--- src/rtl/regbank_wr_ctrl.sv ---
// Write-port arbiter/sequencer for the 16x32 register bank (ALU, load, link).
// Optional stall statistic counter: define REGBANK_WRCTRL_STALL_EN.
module regbank_wr_ctrl #(
   parameter logic [2:0] IDLE_CTL = 3'b111,
   parameter logic [3:0] LINK_REG = 4'hF
) (
   input  logic        clk,
   input  logic        rst_n,
   input  logic        a_req,
   input  logic [3:0]  a_rd,
   input  logic [31:0] a_data,
   input  logic [1:0]  a_mode,
   output logic        a_ack,
   input  logic        b_req,
   input  logic [3:0]  b_rd,
   input  logic [31:0] b_data,
   input  logic [1:0]  b_mode,
   output logic        b_ack,
   input  logic        link_req,
   output logic        link_ack,
   output logic [3:0]  rb_inpC,
   output logic [31:0] rb_data,
   output logic [2:0]  rb_control,
   output logic        busy,
   output logic [15:0] stall_cnt
);

   typedef enum logic {S_IDLE, S_SPLIT_HI} state_t;

   state_t      state_q, state_d;
   logic        rr_ptr_q, rr_ptr_d;
   logic [3:0]  hi_rd_q, hi_rd_d;
   logic [15:0] hi_data_q, hi_data_d;
   logic        hi_who_q, hi_who_d;
   logic [3:0]  rb_inpC_q, rb_inpC_d;
   logic [31:0] rb_data_q, rb_data_d;
   logic [2:0]  rb_ctl_q, rb_ctl_d;
   logic        a_ack_q, a_ack_d;
   logic        b_ack_q, b_ack_d;
   logic        l_ack_q, l_ack_d;
   logic        busy_q, busy_d;

   logic        arb;
   logic        grant_link, grant_a, grant_b;
   logic [1:0]  sel_mode;
   logic [3:0]  sel_rd;
   logic [31:0] sel_data;

   // grant decode: link first, then round-robin between A and B
   always_comb begin
      arb        = (state_q == S_IDLE);
      grant_link = arb & link_req;
      grant_a    = arb & ~link_req & a_req & (~b_req | ~rr_ptr_q);
      grant_b    = arb & ~link_req & b_req & (~a_req | rr_ptr_q);
      sel_mode   = grant_b ? b_mode : a_mode;
      sel_rd     = grant_b ? b_rd   : a_rd;
      sel_data   = grant_b ? b_data : a_data;
   end

   // state and output registers
   always_ff @(posedge clk or negedge rst_n) begin
      if (!rst_n) begin
         state_q   <= S_IDLE;
         rr_ptr_q  <= 1'b0;
         hi_rd_q   <= '0;
         hi_data_q <= '0;
         hi_who_q  <= 1'b0;
         rb_inpC_q <= '0;
         rb_data_q <= '0;
         rb_ctl_q  <= IDLE_CTL;
         a_ack_q   <= 1'b0;
         b_ack_q   <= 1'b0;
         l_ack_q   <= 1'b0;
         busy_q    <= 1'b0;
      end else begin
         state_q   <= state_d;
         rr_ptr_q  <= rr_ptr_d;
         hi_rd_q   <= hi_rd_d;
         hi_data_q <= hi_data_d;
         hi_who_q  <= hi_who_d;
         rb_inpC_q <= rb_inpC_d;
         rb_data_q <= rb_data_d;
         rb_ctl_q  <= rb_ctl_d;
         a_ack_q   <= a_ack_d;
         b_ack_q   <= b_ack_d;
         l_ack_q   <= l_ack_d;
         busy_q    <= busy_d;
      end
   end

   // next state: a split grant parks in SPLIT_HI for one cycle
   always_comb begin
      state_d   = S_IDLE;
      rr_ptr_d  = rr_ptr_q;
      hi_rd_d   = hi_rd_q;
      hi_data_d = hi_data_q;
      hi_who_d  = hi_who_q;
      if (grant_a | grant_b) begin
         rr_ptr_d = grant_a;
         if (sel_mode == 2'b01) begin
            state_d   = S_SPLIT_HI;
            hi_rd_d   = sel_rd;
            hi_data_d = sel_data[31:16];
            hi_who_d  = grant_b;
         end
      end
   end

   // next registered outputs toward the bank
   always_comb begin
      rb_ctl_d  = IDLE_CTL;
      rb_inpC_d = rb_inpC_q;
      rb_data_d = rb_data_q;
      a_ack_d   = 1'b0;
      b_ack_d   = 1'b0;
      l_ack_d   = 1'b0;
      busy_d    = 1'b0;
      unique case (1'b1)
         (state_q == S_SPLIT_HI): begin
            rb_ctl_d  = 3'b010;
            rb_inpC_d = hi_rd_q;
            rb_data_d = {hi_data_q, 16'h0};
            a_ack_d   = ~hi_who_q;
            b_ack_d   = hi_who_q;
         end
         grant_link: begin
            rb_ctl_d  = 3'b011;
            rb_inpC_d = LINK_REG;
            rb_data_d = '0;
            l_ack_d   = 1'b1;
         end
         (grant_a | grant_b): begin
            rb_inpC_d = sel_rd;
            rb_data_d = sel_data;
            a_ack_d   = grant_a;
            b_ack_d   = grant_b;
            unique case (sel_mode)
               2'b00: rb_ctl_d = 3'b000;
               2'b10: rb_ctl_d = 3'b001;
               2'b11: rb_ctl_d = 3'b010;
               default: begin
                  rb_ctl_d  = 3'b001;
                  rb_data_d = {16'h0, sel_data[15:0]};
                  a_ack_d   = 1'b0;
                  b_ack_d   = 1'b0;
                  busy_d    = 1'b1;
               end
            endcase
         end
         default: ;
      endcase
   end

`ifdef REGBANK_WRCTRL_STALL_EN
   logic [15:0] stall_q, stall_d;
   logic        stalled;

   // saturating count of posedges where some requester waits
   always_comb begin
      stalled = (a_req & ~grant_a) | (b_req & ~grant_b)
              | (link_req & ~grant_link);
      stall_d = stall_q;
      if (stalled && stall_q != 16'hFFFF) stall_d = stall_q + 16'd1;
   end

   // stall counter register
   always_ff @(posedge clk or negedge rst_n) begin
      if (!rst_n) stall_q <= '0;
      else        stall_q <= stall_d;
   end

   assign stall_cnt = stall_q;
`else
   assign stall_cnt = 16'h0000;
`endif

   assign rb_inpC    = rb_inpC_q;
   assign rb_data    = rb_data_q;
   assign rb_control = rb_ctl_q;
   assign a_ack      = a_ack_q;
   assign b_ack      = b_ack_q;
   assign link_ack   = l_ack_q;
   assign busy       = busy_q;

endmodule
--- config.mk ---
export PLATFORM = sky130hd
export DESIGN_NAME = regbank_wr_ctrl
export DESIGN_NICKNAME = d
export VERILOG_FILES = /design/src/rtl/regbank_wr_ctrl.sv
export SDC_FILE = /design/constraint.sdc
export NUM_CORES = 1
export LEC_CHECK = 0
export ABC_AREA = 1
export CORE_ASPECT_RATIO = 1.5
export CORE_UTILIZATION = 47
export CTS_CLUSTER_SIZE = 10
export DETAILED_ROUTE_END_ITERATION = 7
export PLACE_DENSITY = 0.95
export RECOVER_POWER = 25
export SETUP_SLACK_MARGIN = 0.5
export SLEW_MARGIN = 20
export SYNTH_ARGS = -nofsm -noshare
export SYNTH_HDL_FRONTEND = slang
export SYNTH_SLANG_ARGS = --single-unit
--- constraint.sdc ---
create_clock -name clk -period 2.25 [get_ports clk]
set_input_delay 0.5625 -clock clk [delete_from_list [all_inputs] [get_ports clk]]
set_output_delay 0.5625 -clock clk [all_outputs]
set_load 0.02 [all_outputs]
==> metrics.txt <==
status=finished, violations left; violated checks=capacitance limit, slew limit; vias in the first global route=3,548; design area=0.00499 sq mm; CP bufs+invs=1; Slew HR=-0.0579; sequential fraction of the synthesis area=0.479; Final Hold Fails=0; setup-violating endpoint count in the final report=0; Synth area leader=dfrtp_1; clock sinks=66; Pwr Total=3.68 mW; hold path startpoint=rb_data[5]$_DFFE_PN0P_; Mapped Area=0.00345 sq mm; GRT Total Usage=0.267; Placer Congestion=between 0.8 and 0.9; Worst VDD drop=0.497 mV; drt drc=0; Placement Cell Area=0.00479 sq mm; CP top delay family=flip-flops; DR pass1 iterations=5; register-to-register path setup slack=640 ps; final cycle utilization of the critical path=0.763; critical path's slowest cell=dfstp_2; R2R Path End=rb_data[31]$_DFFE_PN0P_; Routed WL per cell=14.1 microns; Avg Cell Area, Syn=7.73 sq um; P&R area growth vs syn=44.5%; clk_lat worst skew=340 ps; die height=107 microns; crit start category=flip-flop; WP data arrival=between 1000 and 1500 ps; root buffer cell=clkbuf_8; core area=0.00699 sq mm; H-tree Lvls=3; DP Worst Slack=29.9 ps; max-cap violation count=1; DP Wirelength=6760 microns; most common cell in the netlist=nand2_1; Critical Path, Cell by Cell=clkdlybuf4s15_1; CP Capture Type=primary output; RSZ-0062 raised after global routing=true; CP max stage delay=520 ps; Setup CP Type=reg2out; cells after synthesis=447; final worst slack=533 ps; final slew viol count=67; Filler cells=between 500 and 600; input/output buffers=between 100 and 150; Power Dens Cells=about 740 mW/mm^2; RR Startpoint=state_q$_DFF_PN0_; Metal-1 WL=3530 microns; global route overflow=0; diode count=0; # IOs=140; Met3 Wirelength=686 microns; DRT iter0 DRCs=191; chip width=72.0 microns; Routed WL=9590 microns; Total Die Area=0.00770 sq mm; FFs w/ async S/R, synth=1.00; setup tns final=0 ps; Row Count=37; Synth cell types=24; ys flop type=dfrtp_1; Reg clk slew, reported paths=60 ps; worst setup path end=rb_control[1]; register area=0.00166 sq mm; TritonCTS clock tree=done; crit path launch=rb_control[1]$_DFF_PN1_; Worst-Margin Slew=1590 ps; worst clock skew=roughly 5.3 ps; worst min path class=reg2reg; Synth Register Bits=66; total number of vias=3,410; CTS buffer count=9; pin count of the biggest net entering global routing=67; Yosys warning total=0; Bufs on Longest Clock Path=2; Post-synth EDFFs=0; number of cells on the worst reg-to-reg path=9; Yosys top cell area share=0.457; Required @ worst endpoint=1690 ps; Antenna Violating Nets Remaining=0; most area-consuming cells after synthesis=dfrtp_1 (46%), nand2_1 (13%), o21ai_0 (5.9%); post-DR vias/cell=around 5; Levels on crit path=1; area of the multi-input gates=0.00140 sq mm; WL met2=5270 microns; top sig layer=met4; CP max FO=1; Starting Density=0.494; Lkg Pwr=2.56 nW; Post-layout nets=661; global-route wire length before repair=15,900 microns; final core occ=0.714; Tmin final=1720 ps; most frequent cells after synthesis=nand2_1 (118), dfrtp_1 (63), nor2_1 (53); Max Fclk=0.583 GHz; share of layout cells above drive strength 1=0.0974; antenna violations before repair=0
how the worst min path moves through the flow:
stage | slack (ps) | cells past startpoint | end
after floorplan | 270 | 0 | a_ack$_DFF_PN0_
after global placement | 460 | 2 | hi_rd_q[3]$_DFFE_PN0P_
after detailed placement | 470 | 2 | hi_rd_q[1]$_DFFE_PN0P_
after CTS | 240 | 2 | rb_data[4]$_DFFE_PN0P_
after global routing | 510 | 2 | hi_rd_q[0]$_DFFE_PN0P_
final | 490 | 2 | rb_data[5]$_DFFE_PN0P_
placed cells by master (no fill, tap or decap), drive strengths merged:
cell / netlist / final
a21oi: 20 / 20
buf: 38 / 25
bufbuf: 0 / 1
clkbuf: 4 / 14
clkdlybuf4s15: 0 / 4
clkdlybuf4s50: 0 / 76
clkinv: 1 / 4
conb: 1 / 16
dfrtp: 63 / 63
dfstp: 3 / 3
dlygate4sd2: 0 / 42
inv: 44 / 44
nand2: 124 / 124
nand3: 4 / 4
nand4: 18 / 18
nor2: 55 / 55
o21ai: 71 / 71
o22ai: 1 / 1
metrics by stage:
stage / hold slack (ps) / cells
3_5_place_dp: 472 / 659
3_3_place_gp: 458 / 659
6_report: 488 / 682
5_1_grt: 507 / 682
2_1_floorplan: 267 / 462
4_1_cts: 244 / 680
timing repair:
item                       4_1_cts  5_1_grt
gates resized for setup         48        5
setup buffers                    4        2
cloned                           1        0
pin swaps                        4        5
setup endpoints to repair      103       14
hold buffers                     0        0
state kept, by name (all words and copies together) (netlist names):
name,count
rb_data,32
hi_data_q,16
hi_rd_q,4
rb_inpC,4
rb_control,3
a_ack,1
b_ack,1
busy,1
hi_who_q,1
link_ack,1
rr_ptr_q,1
state_q,1
layer usage:
| metal | up-vias | global-route usage |
|---|---|---|
| li1 | 1650 | - |
| met1 | 1582 | 0.288 |
| met2 | 166 | 0.494 |
| met3 | 12 | 0.0611 |
| met4 | 0 | 0.109 |
| met5 | - | 0 |
power by group:
part	switching (mW)	internal (mW)	total (mW)	leakage (nW)
Sequential	0.149	1.47	1.62	0.823
Clock	0.424	0.426	0.849	0.0872
Combinational	0.692	0.516	1.21	1.65
logic make-up (layout without fill, tap and decap cells):
| group | after synthesis | after routing | share of synthesized area |
|---|---|---|---|
| and+or+nand+nor | 201 | 201 | 0.253 |
| AOI/OAI and AO/OA | 92 | 92 | 0.134 |
| buffers and inverters | 87 | 210 | 0.133 |
| DFF | 66 | 66 | 0.479 |
| other | 1 | 16 | 0.00109 |
cell type report:
cell class / instances / share of cell area
timing repair buffer: 149 / 0.295
multi-input combinational: 309 / 0.281
inverter: 45 / 0.0349
clock inverter: 3 / 0.00301
sequential: 66 / 0.332
tap: 97 / 0.0243
clock buffer: 13 / 0.0298
Power figures use the tool's default switching activity.
